--- config.mk ---
export PLATFORM = sky130hd
export DESIGN_NAME = adder_result_collector_flat
export DESIGN_NICKNAME = d
export VERILOG_FILES = /design/src/rtl/adder_result_collector_if.sv /design/src/rtl/adder_result_collector.sv /design/src/flat_wrapper.sv
export SDC_FILE = /design/constraint.sdc
export NUM_CORES = 1
export LEC_CHECK = 0
export BUFFER_PORTS_ARGS = -buffer_cell sky130_fd_sc_hd__buf_2
export CORE_ASPECT_RATIO = 2
export CORE_MARGIN = 2
export CORE_UTILIZATION = 60
export CTS_CLUSTER_DIAMETER = 200
export CTS_CLUSTER_SIZE = 14
export DETAILED_ROUTE_END_ITERATION = 8
export PLACE_DENSITY = 0.81
export SKIP_CTS_REPAIR_TIMING = 1
export SLEW_MARGIN = 20
export SYNTH_ARGS = -nofsm -noshare
export SYNTH_HDL_FRONTEND = slang
export SYNTH_SLANG_ARGS = --single-unit
--- constraint.sdc ---
create_clock -name clk -period 6.2 [get_ports clk]
set_clock_uncertainty 0.1 [all_clocks]
set_input_delay 0.31 -clock clk [delete_from_list [all_inputs] [get_ports clk]]
set_output_delay 0.31 -clock clk [all_outputs]
set_load 0.02 [all_outputs]
--- src/rtl/adder_result_collector_if.sv ---
// Valid/ready drain port of the adder result collector.
// The collector drives valid/data as master; the consumer drives ready.
interface adder_result_collector_if #(
   parameter int DATA_W = 7
);
   logic              out_valid;
   logic              out_ready;
   logic [DATA_W-1:0] out_data;

   modport master (output out_valid, output out_data, input out_ready);
   modport slave  (input out_valid, input out_data, output out_ready);
endinterface

--- src/rtl/adder_result_collector.sv ---
// Captures the adder's registered result a fixed latency after each issue,
// buffers it in a small FIFO, and keeps saturating sum/count plus a sticky drop flag.
module adder_result_collector #(
   parameter int DATA_W  = 7,
   parameter int DEPTH   = 4,
   parameter int LATENCY = 1,
   parameter int SUM_W   = 16,
   parameter int CNT_W   = 8,
   localparam int PW     = $clog2(DEPTH),
   localparam int LW     = PW + 1
) (
   input  logic                     clk,
   input  logic                     reset,
   input  logic                     issue_valid,
   input  logic [DATA_W-1:0]        c,
   input  logic                     clear_stats,
   adder_result_collector_if.master out_if,
   output logic [SUM_W-1:0]         sum,
   output logic [CNT_W-1:0]         count,
   output logic                     drop,
   output logic [LW-1:0]            level
);

   localparam logic [LW-1:0] FULL_LVL = LW'(DEPTH);
   localparam logic [LW-1:0] LVL_ONE  = LW'(1);
   localparam logic [PW-1:0] PTR_ONE  = PW'(1);

   logic [LATENCY-1:0] issue_sr_q, issue_sr_d;
   logic [DATA_W-1:0]  mem_q [DEPTH];
   logic [DATA_W-1:0]  mem_d [DEPTH];
   logic [PW-1:0]      wr_ptr_q, wr_ptr_d;
   logic [PW-1:0]      rd_ptr_q, rd_ptr_d;
   logic [LW-1:0]      level_q, level_d;
   logic               out_valid_q, out_valid_d;
   logic [SUM_W-1:0]   sum_q, sum_d;
   logic [CNT_W-1:0]   count_q, count_d;
   logic               drop_q, drop_d;

   logic               cap_s, full_s, pop_s, push_s, drop_ev_s;
   logic [SUM_W:0]     sum_wide_s;

   // Next-state logic for capture pipe, FIFO and statistics.
   always_comb begin
      issue_sr_d[0] = issue_valid;
      for (int i = 1; i < LATENCY; i++) begin
         issue_sr_d[i] = issue_sr_q[i-1];
      end
      cap_s     = issue_sr_q[LATENCY-1];
      full_s    = (level_q == FULL_LVL);
      pop_s     = out_valid_q & out_if.out_ready;
      // A coincident pop frees the slot, so a full FIFO still accepts the push.
      push_s    = cap_s & (~full_s | pop_s);
      drop_ev_s = cap_s & full_s & ~pop_s;

      mem_d = mem_q;
      if (push_s) begin
         mem_d[wr_ptr_q] = c;
      end else begin
         mem_d[wr_ptr_q] = mem_q[wr_ptr_q];
      end

      wr_ptr_d = push_s ? (wr_ptr_q + PTR_ONE) : wr_ptr_q;
      rd_ptr_d = pop_s  ? (rd_ptr_q + PTR_ONE) : rd_ptr_q;

      case ({push_s, pop_s})
         2'b10:   level_d = level_q + LVL_ONE;
         2'b01:   level_d = level_q - LVL_ONE;
         default: level_d = level_q;
      endcase
      out_valid_d = (level_d != {LW{1'b0}});

      sum_wide_s = {1'b0, sum_q} + {{(SUM_W + 1 - DATA_W){1'b0}}, c};
      if (clear_stats) begin
         sum_d   = {SUM_W{1'b0}};
         count_d = {CNT_W{1'b0}};
         drop_d  = 1'b0;
      end else begin
         if (push_s) begin
            sum_d   = sum_wide_s[SUM_W] ? {SUM_W{1'b1}} : sum_wide_s[SUM_W-1:0];
            count_d = (count_q == {CNT_W{1'b1}}) ? count_q : (count_q + CNT_W'(1));
         end else begin
            sum_d   = sum_q;
            count_d = count_q;
         end
         drop_d = drop_q | drop_ev_s;
      end
   end

   // State registers; reset clears the in-flight pipe and zeroes every FIFO entry.
   always_ff @(posedge clk or posedge reset) begin
      if (reset) begin
         issue_sr_q  <= {LATENCY{1'b0}};
         for (int i = 0; i < DEPTH; i++) begin
            mem_q[i] <= {DATA_W{1'b0}};
         end
         wr_ptr_q    <= {PW{1'b0}};
         rd_ptr_q    <= {PW{1'b0}};
         level_q     <= {LW{1'b0}};
         out_valid_q <= 1'b0;
         sum_q       <= {SUM_W{1'b0}};
         count_q     <= {CNT_W{1'b0}};
         drop_q      <= 1'b0;
      end else begin
         issue_sr_q  <= issue_sr_d;
         mem_q       <= mem_d;
         wr_ptr_q    <= wr_ptr_d;
         rd_ptr_q    <= rd_ptr_d;
         level_q     <= level_d;
         out_valid_q <= out_valid_d;
         sum_q       <= sum_d;
         count_q     <= count_d;
         drop_q      <= drop_d;
      end
   end

   assign out_if.out_valid = out_valid_q;
   assign out_if.out_data  = mem_q[rd_ptr_q];
   assign sum              = sum_q;
   assign count            = count_q;
   assign drop             = drop_q;
   assign level            = level_q;

endmodule
--- src/flat_wrapper.sv ---
// flat-port wrapper written by rule: the top's interface ports become plain ports
module adder_result_collector_flat 
#(
   parameter int DATA_W  = 7,
   parameter int DEPTH   = 4,
   parameter int LATENCY = 1,
   parameter int SUM_W   = 16,
   parameter int CNT_W   = 8,
   localparam int PW     = $clog2(DEPTH),
   localparam int LW     = PW + 1
)
  (clk, reset, issue_valid, c, clear_stats, sum, count, drop, level, out_if_out_valid, out_if_out_data, out_if_out_ready);
  adder_result_collector_if #(.DATA_W(DATA_W)) out_if_i ();
  input  logic clk;
  input  logic reset;
  input  logic issue_valid;
  input  logic [DATA_W-1:0] c;
  input  logic clear_stats;
  output logic [SUM_W-1:0] sum;
  output logic [CNT_W-1:0] count;
  output logic drop;
  output logic [LW-1:0] level;
  output wire logic [$bits(out_if_i.out_valid)-1:0] out_if_out_valid;
  output wire logic [$bits(out_if_i.out_data)-1:0] out_if_out_data;
  input wire logic [$bits(out_if_i.out_ready)-1:0] out_if_out_ready;
  assign out_if_out_valid = out_if_i.out_valid;
  assign out_if_out_data = out_if_i.out_data;
  assign out_if_i.out_ready = out_if_out_ready;
  adder_result_collector #(.DATA_W(DATA_W), .DEPTH(DEPTH), .LATENCY(LATENCY), .SUM_W(SUM_W), .CNT_W(CNT_W)) u_core (.clk(clk), .reset(reset), .issue_valid(issue_valid), .c(c), .clear_stats(clear_stats), .out_if(out_if_i), .sum(sum), .count(count), .drop(drop), .level(level));
endmodule
* Word level (Yosys, flattened, before mapping)
Cells that the tools add are included.
** Word-level totals
- Register bits :: 62
- Bits in latches :: 0
- Bits in writable memories :: 0
- ROM bits :: 0
- Input port bits :: 12
- Word-level logic and storage cells :: 59
- Memories :: 0
** Operators by class
- $add $sub $neg :: 6
- $mul :: 0
- Divide/modulo/power cells :: 0
- Order comparisons :: 3
- Eq/ne operators :: 5
- Shift-type cells :: 0
- Muxes and demuxes :: 19
- Bitwise logic cells :: 10
- Reduce and logical (&&, ||, !) cells :: 4
** Operator list (number)
- $bwmux 28 :: 2
- $mux 16 :: 3
- $mux 7 :: 5
- $bmux 7 s2 :: 2
- $mux 28 :: 1
- $mux 8 :: 3
- $add 16x7->17 :: 1
- $demux 7 s2 :: 1
- $add 8x1->8 const B :: 1
- $eq 8x8->1 const B :: 1
- $ge 3x3->1 const B :: 2
- $not 2->3 :: 2
- $pmux 3 s2 :: 1
- $add 2x1->2 const B :: 2
- $and 1x1->1 :: 4
- $add 3x1->3 const B :: 1
- $eq 3x3->1 const B :: 1
- $lt 3x1->1 const B :: 1
- $reduce_bool 3->1 :: 1
- $sub 3x1->3 const B :: 1
- $eq 2x1->1 const B :: 1
- $eq 2x2->1 const B :: 1
- $ne 2x2->1 const B :: 1
- $not 1->1 :: 2
- other kinds (5) :: 6

* Logic depth before layout (Yosys ltp)
Gate-level depths: netlist (run 1).
- Depth after elaboration :: 7
- Depth in mapped cells :: 11

* Least setup slack after synthesis (run 1)
OpenSTA, ideal clock, no wires.
- Kind :: register to register
- From :: register u_core.level_q[1], in the netlist u_core.level[1]
- To :: register u_core.out_valid_q, in the netlist u_core.out_if.out_valid
- Setup time :: 0.131 ns
- Arrival :: 2.336 ns
- Data required time :: 5.969 ns
- Path slack :: 3.633 ns
- Cell stages (with the launch flop) :: 12
- Period minus slack after synthesis :: 2.567 ns
- Cell sequence :: dfrtp_1 nand2b_1 o21a_4 inv_4 buf_6 ha_1 inv_1 fa_1 xor2_1 nor2_1 xor2_1 or3_1
** Between the ends
- Longest elaborated chain between the ends :: 7
- Elaborated cells between the ends (all ways) :: 10
- Classes of those cells :: add/sub (2); eq/ne (3); mux (1); bitwise (3); reduce/logical (1)
** Ends and longest elaborated chain
- from (decl) :: line adder_result_collector.sv:33 : logic [LW-1:0] level_q, level_d;
- from (signal assigned) :: line adder_result_collector.sv:98 : level_q <= {LW{1'b0}};
- from (signal assigned) :: line adder_result_collector.sv:108 : level_q <= level_d;
- $eq 3x3->1 :: line adder_result_collector.sv:49 : full_s = (level_q == FULL_LVL);
- $not 1->1 :: line adder_result_collector.sv:52 : push_s = cap_s & (~full_s | pop_s);
- $or 1x1->1 :: line adder_result_collector.sv:52
- $and 1x1->1 :: line adder_result_collector.sv:52
- $eq 2x1->1 / $eq 2x2->1 (equally long branches) :: line adder_result_collector.sv:65 : case ({push_s, pop_s})
- $pmux 3 s2 * :: line adder_result_collector.sv:65
- net u_core.level_d[2] :: line adder_result_collector.sv:33
- $reduce_bool 3->1 * :: line adder_result_collector.sv:70 : out_valid_d = (level_d != {LW{1'b0}});
- net u_core.out_valid_d :: line adder_result_collector.sv:34 : logic out_valid_q, out_valid_d;
- to (signal assigned) :: line adder_result_collector.sv:109 : out_valid_q <= out_valid_d;
- to (decl) :: line adder_result_collector.sv:34
Mark *: on every way through the listed nets, which the timed path passes. The rest lies on a longest branch.
A chain may end at the register's enable or synchronous reset.

* Worst setup path after layout (run 1)
- From :: register u_core.level_q[0], in the netlist u_core.level[0]
- To :: register u_core.out_valid_q, in the netlist u_core.out_if.out_valid
The elaborated chain is that of the path after synthesis.

==> results of run 1 <==
[final timing paths]
path,to,startpoint,slack [ns]
min,u_core.count[2]$_DFFE_PP0P_,reset,0.06
max reg2reg,u_core.out_if.out_valid$_DFF_PP0_,u_core.level[0]$_DFF_PP0_,3.49
max in group asynchronous,u_core.mem_q[5]$_DFFE_PP0P_,reset,5.40
min reg2reg,u_core.drop$_DFF_PP0_,u_core.drop$_DFF_PP0_,0.39
max,u_core.out_if.out_valid$_DFF_PP0_,u_core.level[0]$_DFF_PP0_,3.49
min in group clk,u_core.rd_ptr_q[0]$_DFFE_PP0N_,out_if_out_ready,0.26
[registers in the layout, summed over array words and instances (netlist names), 2 cells and up]
signal           flops
u_core.count         8
u_core.mem_q        28
u_core.level         3
u_core.wr_ptr_q      2
u_core.sum          16
u_core.rd_ptr_q      2
[per-layer routing]
layer  routed length [µm]  GRT usage  vias up
met5                    0          0        -
met4                  251     0.1535        0
met3                  301    0.06557       22
met2                 4215     0.4452       81
met1                 2761     0.2885     1283
li1                     -          -     1232
[power breakdown]
part	switching (mW)	total, mW	internal, mW	leakage (nW)
Combinational	0.389	0.712	0.323	0.874
Sequential	0.143	0.669	0.526	0.737
Clock	0.157	0.363	0.206	0.106
Total	0.689	1.74	1.05	1.72
[metrics by stage]
step	area [µm²]	power [mW]	instances	utilization	setup WS, ns
after floorplan	3411	1.202	314	-	3.633
after global placement	3637	1.345	405	0.6652	3.590
after detailed placement	3637	1.382	405	0.6652	3.509
after CTS	3837	1.754	421	0.7018	3.506
after global routing	3847	1.859	422	0.7037	3.389
final	3847	1.744	422	0.7037	3.495
[cell families (layout without fill, tap and decap cells)]
family	Yosys count	count (layout)	synth area share
and+or+nand+nor	99	99	0.1493
muxes	22	22	0.1159
xor gates and xnor gates	17	17	0.04365
buffers and inverters	25	73	0.03632
AOI/OAI and AO/OA	74	74	0.1405
adders and majority gates	15	15	0.05943
DFF	62	62	0.4549
[placed cells by master, fill, tap and decap left out, types with 8 or more instances in the layout]
cell | netlist | layout
a21oi_1 | 42 | 42
buf_2 | 4 | 47
clkbuf_8 | 0 | 11
dfrtp_1 | 62 | 62
ha_1 | 13 | 13
mux2i_1 | 8 | 8
mux4_2 | 14 | 14
nor2_1 | 52 | 52
nor3_1 | 9 | 9
xnor2_1 | 10 | 10
[worst max-delay path: cells and delay by family, from the launching register on]
kind / cells / cell delay (ns)
simple gates: 2 / 0.44
flops: 1 / 0.42
xor+xnor: 2 / 0.25
buf+inv: 2 / 0.29
fa+ha+maj: 2 / 0.60
compound gates: 2 / 0.49
[final cells by class]
class / instances / area, µm²
tap: 60 / 75.07
timing repair buffer: 49 / 252.7
inverter: 8 / 32.53
clock buffer: 12 / 155.1
fill: 394 / 1620
clock inverter: 4 / 45.04
multi-input combinational: 227 / 1735
sequential: 62 / 1551
==> metrics.md, run 1 <==
| Metric | Value |
|---|---|
| Critical path's slowest cell | `dfrtp_1` |
| Leakage | `1.718 nW` |
| DRC | `0` |
| Die footprint | `0.006340 mm²` |
| Clock-pin slew on the worst setup and hold paths | `0.07 ns` |
| DR vias/cell | `6.204` |
| DR WL/cell | `17.85 µm` |
| WL final | `7531 µm` |
| Fmax | `369.7 MHz` |
| TritonCTS buffer count | `9` |
| Syn nets | `341` |
| Fin. max-slew vios | `0` |
| Starting density of the core | `0.6238` |
| Most common cell on crit path | `xor2_1` |
| Initial DRC count | `144` |
| Final hold slack | `0.06013 ns` |
| Clock insertion delay at the later pin of the skew report | `0.35 ns` |
| Netlist Area Pre-Place | `0.003411 mm²` |
| Syn Area/Cell | `10.86 µm²` |
| Status | `finished, final reports clean` |
| GP Congestion | `0.8631` |
| Worst Path Max Fanout | `25` |
| Clock Tree Root | `clkbuf_8` |
| Maximum number of pins on one net before global-route repair | `63` |
| Largest cells by area after synthesis | `dfrtp_1 45%, mux4_2 9.2%, a21oi_1 6.2%` |
| DIE HEIGHT | `110.6 µm` |
| Share of cells above drive strength 1 | `0.2541` |
| Post-DP HPWL | `5425 µm` |
| Minimum clock period | `2.705 ns` |
| Critical path's largest stage delay | `0.42 ns` |
| Main synth FF type | `dfrtp_1` |
| Sequential area share after synthesis | `0.4549` |
| Antenna-violating nets left | `0` |
| Post-synthesis cell type count | `50` |
| Max IR drop VDD | `0.3892 mV` |
| Syn Inst Count | `314` |
| Area leader, netlist | `dfrtp_1` |
| Clock Tree Buf Depth | `2` |
| Core ar. | `0.005468 mm²` |
| Critical Path AT | `2.84 ns` |
| Setup_tns | `0 ns` |
| Num rows | `38` |
| # setup viols final | `0` |
| Number of global-route vias before repair | `2,742` |
| Crit path capture type | `flop` |
| P&R area growth vs syn | `12.80%` |
| Final Hold Fails | `0` |
| GRT Total Usage | `0.2632` |
| Fin crit share | `0.4363` |
| Slew headroom | `0.4778` |
| First-pass GRT wire length | `12,810 µm` |
| CP Launch Type | `flop` |
| Maxcap violations | `0` |
| Post-synth top cells | `62 x dfrtp_1, 52 x nor2_1, 42 x a21oi_1` |
| EDFF count, synth | `0` |
| Yosys reg bits | `62` |
| Die X | `57.32 µm` |
| Grt ovf | `0` |
| Antenna violations before repair | `0` |
| Tightest Hold Check Type | `in2async` |
| Crit path kind | `reg2reg` |
| Total clock sinks | `62` |
| Initial DRT Pass Iterations | `4` |
| Top-count cell post-synth | `dfrtp_1` |
| Synth async-reset ratio | `1.000` |
| Vias post-DR | `2,618` |
| Warnings from Yosys | `0` |
| CP Data Required Time | `6.33 ns` |
| Final nets | `384` |
| Diode count | `0` |
| Number of port buffers | `47` |
| TritonCTS clock tree | `built` |
| Slew @ Worst Pin | `0.7833 ns` |
| RSZ-0062 raised after global routing | `no` |
| Crit-path cells | `a21o_1, o21a_4, inv_4, ha_1, inv_1, fa_1, xor2_1, nor2_1, xor2_1, or3_1` |
| Area share of the largest cell type after synthesis | `0.4549` |
| H-tree levels | `3` |
| IO Pins | `48` |
| R2R cell count | `10` |
| Power per Cell Area | `453.2 mW/mm²` |
Power figures use the tool's default switching activity.
==> run 2, diff against run 1 <==
CORE_UTILIZATION = 52   (was 60)
PLACE_DENSITY = 0.74   (was 0.81)
clock period = 2.4 ns   (was 6.2 ns; I/O delays follow)
==> run 2 against run 1 <==
  * Largest cell class unchanged
  * Combinational power grew to 2.7 times the previous value
  * Maximum frequency up 18%
  * Non-clock buffer count increased by 6
  * Final area increased by 5.1%
  * Utilization shrank 6.3 points
  * Register-to-register slack lost 3.4 ns
==> metrics.md, run 2 (synthesis gave the netlist of run 1 again) <==
| Metric | Value |
|---|---|
| DRC | `0 (unchanged)` |
| Placed cell areas | `0.003739 mm² (+2.8%)` |
| Clock Power Share | `0.244 (+0.036)` |
| Antenna violations before repair | `0 (unchanged)` |
| Worst r2r dst | `u_core.out_if.out_valid$_DFF_PP0_` |
| RSZ-0062 raised after global routing | `no` |
| Status | `finished, final reports clean` |
| CP Data Required Time | `2.51 ns (-3.82 ns)` |
| P_sw | `1.840 mW (+170%)` |
| Slew headroom | `0.6194 (+0.1416)` |
| Fmax | `434.6 MHz (+18%)` |
| Diode count | `0 (unchanged)` |
| Combinational share of power | `0.403 (-0.005)` |
| Fin crit share | `0.9587 (+0.5224)` |
| Register share of total power | `0.353 (-0.031)` |
| Die footprint | `0.007262 mm² (+15%)` |
| DR WL/cell | `17.27 µm (-3.2%)` |
| Tightest Hold Check Type | `in2reg` |
| R2R Setup Slk | `0.1 ns (-3.40 ns)` |
| TritonCTS buffer count | `9 (unchanged)` |
| DR vias/cell | `5.903 (-4.8%)` |
| Most common cell on crit path | `xor2_1` |
| Crit-path cells | `a21o_1, o21a_4, inv_6, ha_4, inv_1, fa_1, xor2_1, nor2_1, xor2_1, or3_1` |
| Minimum clock period | `2.301 ns (-0.4043 ns)` |
| Number of global-route vias before repair | `2,766 (+0.88%)` |
| Initial DRC count | `178 (+24%)` |
| Clock insertion delay at the later pin of the skew report | `0.33 ns (-0.02 ns)` |
| TritonCTS clock tree | `built` |
| Worst Path Max Fanout | `4 (-84%)` |
| Hold Crit Depth | `3` |
| Crit path kind | `reg2reg` |
| Most frequent cells in the layout | `59 x dfrtp_1, 52 x nor2_1, 47 x buf_2, 41 x a21oi_1, 14 x mux4_2` |
| Crit path capture type | `flop` |
| Die X | `61.27 µm (+6.9%)` |
| GRT Total Usage | `0.2475 (-0.01575)` |
| Slew @ Worst Pin | `0.5709 ns (-0.2124 ns)` |
| Power per Cell Area | `1195 mW/mm² (+160%)` |
| Fin. max-slew vios | `0 (unchanged)` |
| Critical path's largest stage delay | `0.42 ns (about the same)` |
| Core ar. | `0.006310 mm² (+15%)` |
| Largest register FFs | `28 (unchanged)` |
| Antenna-violating nets left | `0 (unchanged)` |
| Num rows | `41 (+7.9%)` |
| Starting density of the core | `0.5406 (-0.08325)` |
| Internal | `2.996 mW (+180%)` |
| First-pass GRT wire length | `13,120 µm (+2.4%)` |
| Total Power | `4.835 mW (+180%)` |
| Clock Tree Buf Depth | `2 (unchanged)` |
| Most common cell after layout, fill and taps aside | `dfrtp_1` |
| H-tree levels | `3 (unchanged)` |
| P&R area growth vs syn | `18.60%` |
| Placed Cells | `435 (+7.4%)` |
| # setup viols final | `0 (unchanged)` |
| Leakage | `1.780 nW (+3.6%)` |
| Grt ovf | `0 (unchanged)` |
| GP Congestion | `0.7937 (-8.0%)` |
| Post-layout instance area | `0.004045 mm² (+5.1%)` |
| Largest Register | `u_core.mem_q` |
| DIE HEIGHT | `118.5 µm (+7.2%)` |
| Setup_tns | `0 ns (unchanged)` |
| Post-DP HPWL | `5575 µm (+2.8%)` |
| Final Instance Count excl. Fillers | `454 (+7.6%)` |
| Hold Startpoint | `c[4]` |
| Clock-pin slew on the worst setup and hold paths | `0.05 ns (-0.02 ns)` |
| Clock Tree Root | `clkbuf_16` |
| Fillcell total | `530 (+35%)` |
| Total clock sinks | `62 (unchanged)` |
| Max IR drop VDD | `0.7825 mV (+100%)` |
| Vias post-DR | `2,680 (+2.4%)` |
| Share of cells above drive strength 1 | `0.2745 (+0.02031)` |
| WL final | `7840 µm (+4.1%)` |
| Worst R2R Start | `u_core.level[0]$_DFF_PP0_` |
| Worst Hold End | `u_core.mem_q[18]$_DFFE_PP0P_` |
| Critical Path AT | `2.41 ns (-0.43 ns)` |
| Number of port buffers | `47 (unchanged)` |
| R2R cell count | `10 (unchanged)` |
| Final Hold Fails | `0 (unchanged)` |
| Maxcap violations | `0 (unchanged)` |
| Critical path's slowest cell | `dfrtp_2` |
| Maximum number of pins on one net before global-route repair | `63 (unchanged)` |
| Switch share | `0.3805 (-0.01498)` |
| Initial DRT Pass Iterations | `4 (unchanged)` |
| Final nets | `390 (+1.6%)` |
| IO Pins | `48 (unchanged)` |
| CP Launch Type | `flop` |
## run 2: critical path: cells and delay by family (launching register included)
kind,cells,cell delay (ns)
fa+ha+maj,2,0.50
flops,1,0.42
simple gates,2,0.42
compound gates,2,0.39
xor+xnor,2,0.24
buf+inv,2,0.10
## run 2: worst max path at each step
stage | cells past startpoint | end | slack, ns | startpoint
3_3_place_gp | 7 | u_core.sum[13]$_DFFE_PP0P_ | 0.12 | u_core.sum[0]$_DFFE_PP0P_
3_5_place_dp | 7 | u_core.sum[14]$_DFFE_PP0P_ | 0.07 | u_core.sum[0]$_DFFE_PP0P_
5_1_grt | 10 | u_core.out_if.out_valid$_DFF_PP0_ | 0.009 | u_core.level[0]$_DFF_PP0_
4_1_cts | 7 | u_core.sum[14]$_DFFE_PP0P_ | 0.06 | u_core.sum[0]$_DFFE_PP0P_
2_1_floorplan | 11 | u_core.out_if.out_valid$_DFF_PP0_ | -0.06 | u_core.level[0]$_DFF_PP0_
6_report | 10 | u_core.out_if.out_valid$_DFF_PP0_ | 0.1 | u_core.level[0]$_DFF_PP0_
## run 2: area by class of cell
type | instances | area (µm²) | area share
multi-input cells | 227 | 1762 | 0.4355
clock inverters | 1 | 5.005 | 0.001237
repair buffers | 55 | 312.8 | 0.07733
well taps | 86 | 107.6 | 0.02660
clock buffers | 15 | 267.8 | 0.06619
flip-flops and latches | 62 | 1555 | 0.3845
inverters | 8 | 35.03 | 0.008661
## run 2: power by group through the flow
| stage | sequential (mW) | combinational (mW) | clock [mW] |
|---|---|---|---|
| after global placement | 1.69 | 1.88 | 0 |
| after CTS | 1.70 | 1.97 | 1.21 |
| final | 1.70 | 1.95 | 1.18 |
| after detailed placement | 1.71 | 1.94 | 0 |
| after global routing | 1.75 | 2.14 | 1.26 |
| after floorplan | 1.63 | 1.51 | 0 |
## run 2: metal layers
metal,part of all wire,global-route usage
met2,0.57,0.4249
met5,0,0
met3,0.036,0.05470
met1,0.37,0.2710
met4,0.025,0.1209
## run 2: through the flow
step                setup slack (ns)  utilization  hold slack [ns]
global route                0.009416       0.6411           0.1421
finish                       0.09909       0.6411           0.1069
global placement              0.1239       0.5925           0.1061
detailed placement           0.07271       0.5925           0.1043
CTS                          0.05738       0.6357          -0.2497
floorplan                   -0.06171            -          0.05143
